**config.mk**
```make
export PLATFORM = sky130hd
export DESIGN_NAME = store_data_queue
export DESIGN_NICKNAME = d
export VERILOG_FILES = /design/src/rtl/store_data_queue_pkg.sv /design/src/rtl/store_data_queue.sv
export SDC_FILE = /design/constraint.sdc
export NUM_CORES = 1
export LEC_CHECK = 0
export BUFFER_PORTS_ARGS = -buffer_cell sky130_fd_sc_hd__buf_2
export CORE_ASPECT_RATIO = 2
export CORE_MARGIN = 2
export CORE_UTILIZATION = 30
export DETAILED_ROUTE_END_ITERATION = 10
export SYNTH_ARGS = -nofsm -noshare
export SYNTH_HDL_FRONTEND = slang
export SYNTH_SLANG_ARGS = --single-unit
```
**constraint.sdc**
```tcl
create_clock -name clk_i -period 6.2 [get_ports clk_i]
set_input_delay 0.31 -clock clk_i [delete_from_list [all_inputs] [get_ports clk_i]]
set_output_delay 0.31 -clock clk_i [all_outputs]
set_load 0.01 [all_outputs]
```
**src/rtl/store_data_queue_pkg.sv**
```systemverilog
// Shared memory-subsystem definitions: queue depths and entry layouts for the
// store data queue and the load queue that records SDQ markers.
package store_data_queue_pkg;

  localparam int SDQ_ENTRIES = 8;
  localparam int LDQ_ENTRIES = 8;

  // One store: allocated (valid), address/data known (addr_valid), payload.
  typedef struct packed {
    logic        valid;
    logic        addr_valid;
    logic [31:0] addr;
    logic [31:0] data;
  } sdq_entry_t;

  // One load: sdq_marker is the SDQ tail (with wrap bit) seen at dispatch,
  // i.e. the boundary between older and younger stores for this load.
  typedef struct packed {
    logic                          valid;
    logic                          addr_valid;
    logic [31:0]                   addr;
    logic [$clog2(SDQ_ENTRIES):0]  sdq_marker;
  } ldq_entry_t;

endpackage

```
**src/rtl/store_data_queue.sv**
```systemverilog
// Store data queue: circular buffer of stores with head (drain), commit and
// tail (dispatch) pointers. Pointers carry an extra wrap bit so full and
// empty are distinguishable and markers order correctly across wraps.
//
// Memory write handshake: mem_req_vld_o is raised only when the head entry
// is committed and has its address; once raised it and the addr/data stay
// stable until mem_req_rdy_i is seen high on a rising edge, at which point
// the store is retired. vld never depends on rdy.
module store_data_queue #(
  parameter int SDQ_ENTRIES = store_data_queue_pkg::SDQ_ENTRIES,
  localparam int IW = $clog2(SDQ_ENTRIES)
) (
  input  logic          clk_i,
  input  logic          rst_ni,
  input  logic          flush_i,
  input  logic          disp_vld_i,
  output logic [IW-1:0] sdq_disp_idx_o,
  output logic [IW:0]   sdq_marker_o,
  output logic [IW:0]   sdq_head_marker_o,
  output logic          sdq_full_o,
  output logic          sdq_empty_o,
  input  logic          exec_vld_i,
  input  logic [IW-1:0] exec_sdq_idx_i,
  input  logic [31:0]   exec_addr_i,
  input  logic [31:0]   exec_data_i,
  input  logic          commit_vld_i,
  output logic          mem_req_vld_o,
  input  logic          mem_req_rdy_i,
  output logic [31:0]   mem_req_addr_o,
  output logic [31:0]   mem_req_data_o
);

  import store_data_queue_pkg::*;

  typedef logic [IW:0] ptr_t;

  sdq_entry_t entries [SDQ_ENTRIES];
  ptr_t       head_q;
  ptr_t       cmt_q;
  ptr_t       tail_q;
  ptr_t       cmt_nxt;
  ptr_t       flush_cnt;
  sdq_entry_t head_entry;
  logic       full;
  logic       empty;
  logic       disp_fire;
  logic       commit_fire;
  logic       drain_fire;
  logic       discard [SDQ_ENTRIES];

  // Occupancy purely from registered pointers.
  assign empty = (head_q == tail_q);
  assign full  = (head_q[IW-1:0] == tail_q[IW-1:0]) && (head_q[IW] != tail_q[IW]);

  assign head_entry  = entries[head_q[IW-1:0]];
  assign disp_fire   = disp_vld_i && !full && !flush_i;
  assign commit_fire = commit_vld_i && (cmt_q != tail_q);
  assign drain_fire  = mem_req_vld_o && mem_req_rdy_i;

  // Flush rolls tail back to the commit point including a same-cycle commit.
  assign cmt_nxt   = cmt_q + ptr_t'(commit_fire);
  assign flush_cnt = tail_q - cmt_nxt;

  assign sdq_disp_idx_o    = tail_q[IW-1:0];
  assign sdq_marker_o      = tail_q;
  assign sdq_head_marker_o = head_q;
  assign sdq_full_o        = full;
  assign sdq_empty_o       = empty;

  // Only committed entries with a known address may go to memory.
  assign mem_req_vld_o  = (head_q != cmt_q) && head_entry.valid && head_entry.addr_valid;
  assign mem_req_addr_o = head_entry.addr;
  assign mem_req_data_o = head_entry.data;

  // Mark the uncommitted entries [cmt_nxt, tail) that a flush throws away.
  always_comb begin
    for (int i = 0; i < SDQ_ENTRIES; i++) begin
      discard[i] = flush_i && ({1'b0, IW'(i) - cmt_nxt[IW-1:0]} < flush_cnt);
    end
  end

  // Pointer update: drain, commit and dispatch/flush all act in one cycle.
  always_ff @(posedge clk_i or negedge rst_ni) begin
    if (!rst_ni) begin
      head_q <= '0;
      cmt_q  <= '0;
      tail_q <= '0;
    end else begin
      head_q <= head_q + ptr_t'(drain_fire);
      cmt_q  <= cmt_nxt;
      tail_q <= flush_i ? cmt_nxt : (tail_q + ptr_t'(disp_fire));
    end
  end

  // Entry storage: allocate, then execute write (may hit the entry being
  // allocated), then retire the drained head, then clear flushed entries.
  always_ff @(posedge clk_i or negedge rst_ni) begin
    if (!rst_ni) begin
      for (int i = 0; i < SDQ_ENTRIES; i++) begin
        entries[i] <= '0;
      end
    end else begin
      if (disp_fire) begin
        entries[tail_q[IW-1:0]].valid      <= 1'b1;
        entries[tail_q[IW-1:0]].addr_valid <= 1'b0;
      end
      if (exec_vld_i && !flush_i) begin
        entries[exec_sdq_idx_i].addr       <= exec_addr_i;
        entries[exec_sdq_idx_i].data       <= exec_data_i;
        entries[exec_sdq_idx_i].addr_valid <= 1'b1;
      end
      if (drain_fire) begin
        entries[head_q[IW-1:0]].valid      <= 1'b0;
        entries[head_q[IW-1:0]].addr_valid <= 1'b0;
      end
      for (int i = 0; i < SDQ_ENTRIES; i++) begin
        if (discard[i]) begin
          entries[i].valid      <= 1'b0;
          entries[i].addr_valid <= 1'b0;
        end
      end
    end
  end

endmodule
```
== Yosys cells after proc, flatten, opt, wreduce, memory -nomap -nowiden ==
Cells that the tools add are included.

* Register bits: 540
* Latch bits: 0
* Bits in writable memories: 0
* ROM bits: 0
* Bits of input ports: 74
* Output and inout port bits: 78
* Word-level logic and storage cells: 126
* Memories: 0

* Add/subtract/negate cells: 12
* Multiply operators: 0
* Div/mod/pow operators: 0
* Order comparisons: 14
* Eq/ne operators: 5
* Shift operators: 0
* Mux-type cells: 36
* Bitwise gates (word level): 3
* Reductions and logical operators: 21

{| class="wikitable"
|+ Operators by type and width
! kind !! count
|-
| 528-bit bitwise mux || 7
|-
| 528-bit 2-to-1 mux || 3
|-
| 66-bit demux with 3-bit select || 7
|-
| 66-bit 2-to-1 mux || 4
|-
| 66-bit binary-select mux with 3-bit select || 1
|-
| 65-bit 2-to-1 mux || 3
|-
| 64-bit 2-to-1 mux || 1
|-
| 3-bit by 4-bit < comparator with 1-bit output || 8
|-
| 32-bit 2-to-1 mux || 1
|-
| 1-bit logical AND || 19
|-
| 2-bit 2-to-1 mux || 8
|-
| 4-bit by 1-bit adder with 4-bit output || 3
|-
| 4-bit >= comparator (second input constant) || 3
|-
| 4-bit by 1-bit < comparator with 1-bit output (second input constant) || 3
|-
| 3-bit NOT with 4-bit output || 3
|-
| 3-bit subtractor (first input constant) || 4
|-
| 4-bit inequality test || 2
|-
| 1-bit by 3-bit subtractor with 3-bit output (first input constant) || 2
|-
| 2-bit by 3-bit subtractor with 3-bit output (first input constant) || 2
|-
| 4-bit == test || 1
|-
| 4-bit 2-to-1 mux || 1
|-
| 4-bit subtractor || 1
|-
| 3-bit == test || 1
|-
| 1-bit zero test || 2
|-
| 1-bit inequality test || 1
|}

== Logic depth before layout (Yosys ltp) ==
Gate-level depths: netlist of run 1.

* Depth after elaboration: 16
* Gate-level depth with buffers: 15
* Gate-level depth less buffers: 13

== Least setup slack after synthesis of run 1 ==
OpenSTA, ideal clock, no wires.

* Path kind: register -> register
* From: register tail_q[1], in the netlist sdq_marker_o[1]
* To: register entries[65] in the netlist's numbering
* Setup time: 0.077 ns
* Data arrival time: 3.832 ns
* Data required time: 6.123 ns
* Setup slack: 2.291 ns
* Stages on the path, launching flop included: 14
* Buffers on the path: 1
* Period minus slack after synthesis: 3.909 ns
* Path through: dfrtp_1 -> buf_1 -> xor2_1 -> o41a_1 -> ha_1 -> ha_1 -> xnor2_1 -> ha_1 -> xor2_1 -> ha_1 -> nor2b_1 -> nor3b_1 -> a221o_2 -> a21oi_1

* Longest elaborated chain between the ends: 16
* Elaborated cells between the ends (all ways): 30
* Those cells by class: add/sub (3); order compare (3); eq/ne (2); mux (14); bitwise (1); reduce/logical (7)

{| class="wikitable"
|+ Ends and longest elaborated chain
! item !! RTL line !! source
|-
| start: declaration || store_data_queue.sv:40 || <nowiki>ptr_t tail_q;</nowiki>
|-
| start signal: assignment || store_data_queue.sv:91 || <nowiki>tail_q <= flush_i ? cmt_nxt : (tail_q + ptr_t'(disp_fire));</nowiki>
|-
| 3-bit NOT with 4-bit output (not written as such) || store_data_queue.sv:104, store_data_queue.sv:105 ||
|-
| 4-bit >= comparator (not written as such) or 4-bit by 1-bit < comparator with 1-bit output (tied branches) || store_data_queue.sv:104 || <nowiki>entries[tail_q[IW-1:0]].valid <= 1'b1;</nowiki>
|-
| 1-bit logical AND (not written as such) || store_data_queue.sv:104 ||
|-
| 66-bit 2-to-1 mux (not written as such) || store_data_queue.sv:104 ||
|-
| 66-bit demux with 3-bit select || store_data_queue.sv:104 ||
|-
| 528-bit bitwise mux || store_data_queue.sv:104 ||
|-
| 528-bit bitwise mux || store_data_queue.sv:105 || <nowiki>entries[tail_q[IW-1:0]].addr_valid <= 1'b0;</nowiki>
|-
| 528-bit 2-to-1 mux || store_data_queue.sv:103 || <nowiki>if (disp_fire) begin</nowiki>
|-
| 528-bit bitwise mux || store_data_queue.sv:108 || <nowiki>entries[exec_sdq_idx_i].addr <= exec_addr_i;</nowiki>
|-
| 528-bit bitwise mux || store_data_queue.sv:109 || <nowiki>entries[exec_sdq_idx_i].data <= exec_data_i;</nowiki>
|-
| 528-bit bitwise mux || store_data_queue.sv:110 || <nowiki>entries[exec_sdq_idx_i].addr_valid <= 1'b1;</nowiki>
|-
| 528-bit 2-to-1 mux || store_data_queue.sv:107 || <nowiki>if (exec_vld_i && !flush_i) begin</nowiki>
|-
| 528-bit bitwise mux || store_data_queue.sv:113 || <nowiki>entries[head_q[IW-1:0]].valid <= 1'b0;</nowiki>
|-
| 528-bit bitwise mux || store_data_queue.sv:114 || <nowiki>entries[head_q[IW-1:0]].addr_valid <= 1'b0;</nowiki>
|-
| 528-bit 2-to-1 mux || store_data_queue.sv:112 || <nowiki>if (drain_fire) begin</nowiki>
|-
| 2-bit 2-to-1 mux * || store_data_queue.sv:117 || <nowiki>if (discard[i]) begin</nowiki>
|-
| end: declaration || store_data_queue.sv:37 || <nowiki>sdq_entry_t entries [SDQ_ENTRIES];</nowiki>
|}

Mark *: on every way between the ends. The rest lies on a longest branch, timed or not.

== Final worst setup path of run 1 ==
* From: register tail_q[1], in the netlist sdq_marker_o[1]
* To: register entries[64] in the netlist's numbering

* Longest elaborated chain between the ends: 15
* Elaborated cells between the ends (all ways): 30
* Those cells by class: add/sub (3); order compare (3); eq/ne (2); mux (14); bitwise (1); reduce/logical (7)

{| class="wikitable"
|+ Ends and longest elaborated chain
! item !! RTL line
|-
| 3-bit NOT with 4-bit output (not written as such) || store_data_queue.sv:104, store_data_queue.sv:105
|-
| 4-bit >= comparator (not written as such) or 4-bit by 1-bit < comparator with 1-bit output (tied branches) || store_data_queue.sv:105
|-
| 1-bit logical AND (not written as such) || store_data_queue.sv:105
|-
| 65-bit 2-to-1 mux (not written as such) || store_data_queue.sv:105
|-
| 66-bit demux with 3-bit select || store_data_queue.sv:105
|-
| 528-bit bitwise mux || store_data_queue.sv:105
|-
| 528-bit 2-to-1 mux || store_data_queue.sv:103
|-
| 528-bit bitwise mux || store_data_queue.sv:108
|-
| 528-bit bitwise mux || store_data_queue.sv:109
|-
| 528-bit bitwise mux || store_data_queue.sv:110
|-
| 528-bit 2-to-1 mux || store_data_queue.sv:107
|-
| 528-bit bitwise mux || store_data_queue.sv:113
|-
| 528-bit bitwise mux || store_data_queue.sv:114
|-
| 528-bit 2-to-1 mux || store_data_queue.sv:112
|-
| 2-bit 2-to-1 mux * || store_data_queue.sv:117
|}

Marked as above.

==> results of run 1 <==
## cells in the mapped netlist (6+ instances only)
master / n / share of area, %
a221oi_1: 57 / 2.0
buf_4: 12 / 0.36
o21a_1: 6 / 0.18
a22oi_1: 63 / 1.9
clkbuf_1: 34 / 0.52
a21oi_1: 49 / 0.99
inv_1: 23 / 0.35
a211oi_1: 7 / 0.21
nor3_1: 16 / 0.32
buf_2: 76 / 1.5
buf_1: 6 / 0.091
dfrtp_1: 540 / 55
nor2_1: 54 / 0.82
nand3_1: 11 / 0.22
o22ai_1: 8 / 0.20
o21ai_0: 29 / 0.59
mux4_2: 7 / 0.64
a22o_1: 14 / 0.49
xnor2_1: 12 / 0.42
ha_1: 20 / 1.0
nor2b_1: 10 / 0.25
mux2i_1: 49 / 2.0
nand2_1: 38 / 0.58
o221ai_1: 15 / 0.53
nand2b_1: 7 / 0.18
xor2_1: 13 / 0.46
mux2_2: 579 / 26
a221o_1: 12 / 0.48
## final cells by class
| type | instances | area (um^2) |
|---|---|---|
| Timing Repair Buffer | 184 | 1030 |
| Tap cell | 1057 | 1320 |
| Multi-Input combinational cell | 1122 | 10600 |
| Sequential cell | 540 | 13500 |
| Clock inverter | 12 | 188 |
| Clock buffer | 81 | 1560 |
| Inverter | 23 | 86.3 |
| Antenna cell | 4 | 10.0 |
| Fill cell | 7919 | 53900 |
## routing by layer
metal / global-route usage (%) / up-vias / share of wire [%]
met2: 29.4 / 432 / 51
met4: 5.22 / 20 / 3.0
met3: 3.04 / 147 / 5.4
met5: 0 / - / 0.17
li1: - / 6925 / -
met1: 20.4 / 8549 / 41
## worst max-delay path by stage
stage	start	end	cells past startpoint	slack [ns]
after detailed placement	sdq_marker_o[1]	entries[65]	12	1.87
final	sdq_marker_o[1]	entries[64]	12	1.81
after floorplan	sdq_marker_o[1]	entries[65]	13	2.29
after CTS	sdq_head_marker_o[2]	mem_req_data_o[15]	5	1.76
after global routing	sdq_marker_o[1]	entries[64]	12	1.57
after global placement	sdq_marker_o[1]	entries[65]	12	1.98
## report_power, final
part	switching (uW)	leakage [uW]	internal (uW)
clock	1350	0.000859	1930
combinational	3090	0.00471	2340
sequential	667	0.00664	4380
total	5110	0.0122	8650
## stage by stage
| stage | utilization (%) | hold slack (ns) | std cells | worst slack [ns] |
|---|---|---|---|---|
| 3_5_place_dp | 32.3 | 0.416 | 2925 | 1.87 |
| 2_1_floorplan | - | 0.0144 | 1815 | 2.29 |
| 3_3_place_gp | 32.3 | 0.396 | 2925 | 1.98 |
| 4_1_cts | 34.5 | 0.0278 | 3019 | 1.76 |
| 6_report | 34.5 | 0.0564 | 3023 | 1.81 |
| 5_1_grt | 34.5 | 0.0630 | 3020 | 1.57 |
## logic make-up (layout without fill, tap and decap cells)
kind of cell	after synthesis	in the layout	share of synthesized area, %
muxes	635	635	28.9
DFF	540	540	54.5
AOI/OAI and AO/OA	280	280	8.49
and+or+nand+nor	161	161	3.14
buffers and inverters	153	300	2.94
xor gates and xnor gates	25	25	0.884
adders and majority gates	21	21	1.09
other	0	4	0
## what timing repair did
item / CTS / global route
hold buffers: 1 / 0
resized for setup: 0 / 0
setup endpoints to repair: 0 / 0
hold endpoints to repair: 94 / 0
## critical path: cells and delay by family (launching register included)
kind,cells,cell delay [ns]
xor+xnor,3,1.34
flops,1,0.77
simple gates,3,0.29
fa+ha+maj,4,1.17
compound gates,2,0.75
==> impl_metrics.py, run 1 <==
metrics = {
    "critical_path": {
        "required_ns": 6.71,
        "reg2reg_to": "entries[64]",
        "worstPathArrival_ns": 4.91,
        "end_kind": "flip-flop",
        "crit_fanout": 17,
        "ff2ff_path_depth": 12,
        "r2r-start": "sdq_marker_o[1]",
        "cp-start-kind": "flip-flop",
        "ff2ff_setup_slack_ns": 1.81,
        "cp_slowest_cell": "dfrtp_1",
        "worst-setup-path-type": "reg -> reg",
        "slowest_delay_ns": 0.77,
        "crit_top_cell": "ha_1",
        "crit_chain": "xor2_1 -> o41a_1 -> ha_1 -> ha_1 -> xnor2_1 -> ha_1 -> xor2_1 -> ha_1 -> nor2b_1 -> nor3b_1 -> a221o_2 -> nor2_1",
    },
    "floorplanning": {
        "dieWidth_um": 207,
        "dieArea_um2": 85100,
        "die_h_um": 410,
        "start_util_pct": 30.1,
        "core_um2": 82200,
        "io_pins": 152,
        "fp-row-count": 149,
    },
    "sta": {
        "skew_ns": 0.00925,
        "fmax_mhz": 228,
        "hold_violations": 0,
        "slew_violations": 0,
        "setup_viol": 0,
        "fin_crit_sh_pct": 70.9,
        "relSlewSlack_pct": 26.2,
        "grt_setup_unrepaired": "false",
        "tns_ns": 0,
        "period_minus_slack_ns": 4.39,
        "worst_pin_slew_ns": 1.11,
    },
    "detailed_routing": {
        "drc": 0,
        "drt-pass1-iter-count": 5,
        "vias": 16073,
        "viasPerCell": 5.32,
        "drt_wl_total_um": 71400,
        "first_iter_violations": 831,
        "ant_nets": 0,
        "routedWlPerCell_um": 23.6,
    },
    "clock_tree": {
        "cts_sinks": 540,
        "tritoncts": "built",
        "clkTransAtPathRegs_ns": 0.07,
        "cts_setup_buffers": 0,
        "htree_levels": 2,
        "clk_latency_ns": 0.58,
        "clockBufferDepth": 3,
        "cts_root_buf": "clkbuf_16",
        "cts_buffers": 52,
    },
    "synth": {
        "yosys_warnings": 0,
        "syn_area_um2": 24800,
        "syn-num-nets": 1910,
        "ys_seq_area_share_pct": 54.5,
        "syn_inst": 1815,
        "avgSynthCellArea_um2": 13.7,
        "synth_top_flop_cell": "dfrtp_1",
        "synth_edf_count": 0,
        "synth-async-reset-ratio_pct": 100,
        "ys_seq_elements": 540,
        "ys_types": 58,
    },
    "placed_design": {
        "gp_congestion": 0.815,
        "io_buffers": 151,
        "detailed_place_hpwl_um": 43700,
        "placed_area_um2": 26600,
    },
    "final_layout": {
        "fin_area_um2": 28400,
        "mostFrequentLayoutCells": "mux2_2, dfrtp_1, buf_2, a22oi_1, a221oi_1",
        "drive_gt1_share_pct": 44.7,
        "area_delta_synth_final_pct": 14.4,
        "nets": 2018,
        "final_common_cell": "mux2_2",
    },
    "worst_hold_path": {
        "min_from": "exec_addr_i[22]",
        "holdPathStages": 2,
        "hold_path_class": "in -> reg",
    },
    "grt": {
        "grt_max_degree": 179,
        "grt.total_usage_pct": 16.6,
        "overflow": 0,
        "grt_pass1_vias": 17360,
        "antenna_found_initial": 24,
        "grt_pass1_wl_um": 109000,
    },
    "run": {
        "max_cap_violations": 0,
    },
    "power_and_ir_drop": {
        "leakage_uw": 0.0122,
        "powerDensity_nw_per_um2": 485,
        "ir_drop_mv": 0.264,
        "power_uw": 13800,
    },
    "run_status": {
        "status": "finished clean",
    },
}
Note: power is estimated with default switching activity, not from simulation.
==> run 2, diff against run 1 <==
==> constraint.sdc (replaced) <==
create_clock -name clk_i -period 4.1 [get_ports clk_i]
set_input_delay 0.205 -clock clk_i [delete_from_list [all_inputs] [get_ports clk_i]]
set_output_delay 0.205 -clock clk_i [all_outputs]
set_load 0.01 [all_outputs]
==> run 2 against run 1 <==
Largest power group unchanged. Critical endpoint is now entries[395]. Cell area up 2.3%. Clock skew hardly changed. Largest cell class unchanged. Critical path depth up 1. Non-clock buffer count grew 77. Count of clock-buffer cells in the layout is 15 lower. Via count is 0.44% higher. Hold slack improved by 0.063 ns. Global-route usage rose by 0.075 points. Sequential power is 48% higher. Register-to-register slack got worse by 1.4 ns. Setup slack worse by 1.4 ns. Total power grew 50%.
==> impl_metrics.py, run 2 (synthesized netlist as in run 1, its figures left out) <==
metrics = {
    "power_and_ir_drop": {
        "leakage_uw": 0.0125,
        "ir_drop_mv": 0.353,
        "powerDensity_nw_per_um2": 709,
    },
    "final_layout": {
        "fill_cells": 7876,
        "mostFrequentLayoutCells": "mux2_2, dfrtp_1, buf_2, dlygate4sd3_1, a22oi_1",
        "drive_gt1_share_pct": 43.7,
        "nets": 2092,
        "area_delta_synth_final_pct": 17.1,
        "post-route-util_pct": 35.3,
        "final_common_cell": "mux2_2",
        "layoutNonFillerInstCount": 3089,
    },
    "sta": {
        "grt_setup_unrepaired": "false",
        "worst_pin_slew_ns": 0.963,
        "skew_ns": 0.00934,
        "period_minus_slack_ns": 3.73,
        "relSlewSlack_pct": 35.6,
        "fmax_mhz": 268,
        "tns_ns": 0,
        "hold_violations": 0,
        "setup_viol": 0,
        "slew_violations": 0,
        "fin_crit_sh_pct": 91.1,
    },
    "critical_path": {
        "cp-start-kind": "flip-flop",
        "required_ns": 4.63,
        "crit_fanout": 11,
        "crit_chain": "xor2_1 -> o41a_1 -> ha_1 -> ha_1 -> inv_1 -> fa_1 -> inv_1 -> ha_1 -> inv_1 -> o21bai_1 -> a21oi_1 -> a221o_1 -> o21ba_1",
        "slowest_delay_ns": 0.53,
        "cp_slowest_cell": "dfrtp_1",
        "worstPathArrival_ns": 4.26,
        "worst-setup-path-type": "reg -> reg",
        "end_kind": "flip-flop",
    },
    "grt": {
        "antenna_found_initial": 7,
        "grt_pass1_wl_um": 110000,
        "overflow": 0,
        "grt_max_degree": 112,
        "grt.total_usage_pct": 16.7,
        "grt_pass1_vias": 17745,
    },
    "placed_design": {
        "dpl.cell_count": 2938,
        "io_buffers": 151,
        "gp_congestion": 0.771,
        "detailed_place_hpwl_um": 44300,
    },
    "run_status": {
        "status": "finished clean",
    },
    "clock_tree": {
        "cts_setup_buffers": 0,
        "clkTransAtPathRegs_ns": 0.06,
        "cts_buffers": 49,
        "cts_root_buf": "clkbuf_16",
        "tritoncts": "built",
        "clk_latency_ns": 0.59,
        "cts_sinks": 540,
        "clockBufferDepth": 3,
        "htree_levels": 2,
    },
    "detailed_routing": {
        "vias": 16143,
        "drt_wl_total_um": 71400,
        "drc": 0,
        "routedWlPerCell_um": 23.1,
        "viasPerCell": 5.23,
        "first_iter_violations": 886,
        "drt-pass1-iter-count": 5,
        "ant_nets": 0,
    },
    "run": {
        "max_cap_violations": 0,
    },
    "floorplanning": {
        "start_util_pct": 30.1,
        "fp-row-count": 149,
        "dieArea_um2": 85100,
        "die_h_um": 410,
        "dieWidth_um": 207,
        "core_um2": 82200,
        "io_pins": 152,
    },
    "worst_hold_path": {
        "hold_path_class": "in -> reg",
    },
}
run 2: cell types whose count changed in the layout (fill, tap and decap cells not counted):
cell and change:
dlygate4sd3_1 +64, buf_12 +10, clkbuf_1 -8, clkbuf_16 -4, buf_4 +3, bufinv_16 -3, clkbuf_8 -3, clkinvlp_4 +2
inv_6 +2, clkinv_4 +1, diode_2 +1, inv_16 +1
run 2: critical path: cells and delay by family, from the launching register on:
kind	cells	cell delay (ns)
XOR/XNOR	1	0.23
buffers and inverters	3	0.27
AO/OA/AOI/OAI	5	1.16
adder cells (fa/ha/maj)	4	1.47
flip-flops	1	0.53
run 2: path summary, 6_finish.rpt:
path / start / end / slack, ns / cells after the start
setup / recovery: sdq_marker_o[0] / entries[395] / 0.37 / 13
hold / removal: flush_i / sdq_marker_o[3] / 0.12 / 3
setup reg to reg: sdq_marker_o[0] / entries[395] / 0.37 / 13
hold reg to reg: flip-flop / flip-flop / 0.50 / 1
max in group asynchronous: rst_ni / asynchronous set/reset pin / 2.52 / 3
min in group asynchronous: rst_ni / asynchronous set/reset pin / 0.24 / 2
run 2: area by class of cell:
| type | instances | area, um^2 | area share [%] |
|---|---|---|---|
| clock inverter | 15 | 159 | 0.547 |
| clock buffer | 66 | 1390 | 4.79 |
| multi-input combinational | 1122 | 10600 | 36.7 |
| timing repair buffer | 261 | 1890 | 6.52 |
| antenna | 5 | 12.5 | 0.0431 |
| sequential | 540 | 13500 | 46.6 |
| inverter | 23 | 86.3 | 0.297 |
| tap | 1057 | 1320 | 4.56 |
run 2: per-stage QoR:
stage               hold slack (ns)  cell area, um^2  total power [uW]  worst slack [ns]
finish                        0.119            29000             20600             0.367
global route                  0.141            29000             21900             0.179
CTS                          0.0821            29000             20800             0.387
detailed placement            0.327            26800             16100             0.408
global placement              0.299            26800             15900             0.490
floorplan                   -0.0906            24800             12900             0.191
run 2: per-layer routing:
layer	up-vias	wire [um]	global-route usage, %
met5	-	41	0
met4	6	2430	6.45
met3	129	2650	2.40
met2	360	36200	29.2
met1	8591	30100	20.7
li1	7057	-	-
run 2: timing repair:
item | in CTS | in global routing
hold endpoints to repair | 616 | 0
gates resized for setup | 0 | 0
hold buffers | 65 | 0
run 2: report_power, final:
part           total (uW)  leakage [uW]  internal, uW  switching (uW)
sequential           7470       0.00664          6630             839
combinational        8550       0.00507          3690            4860
clock                4560      0.000759          2500            2060
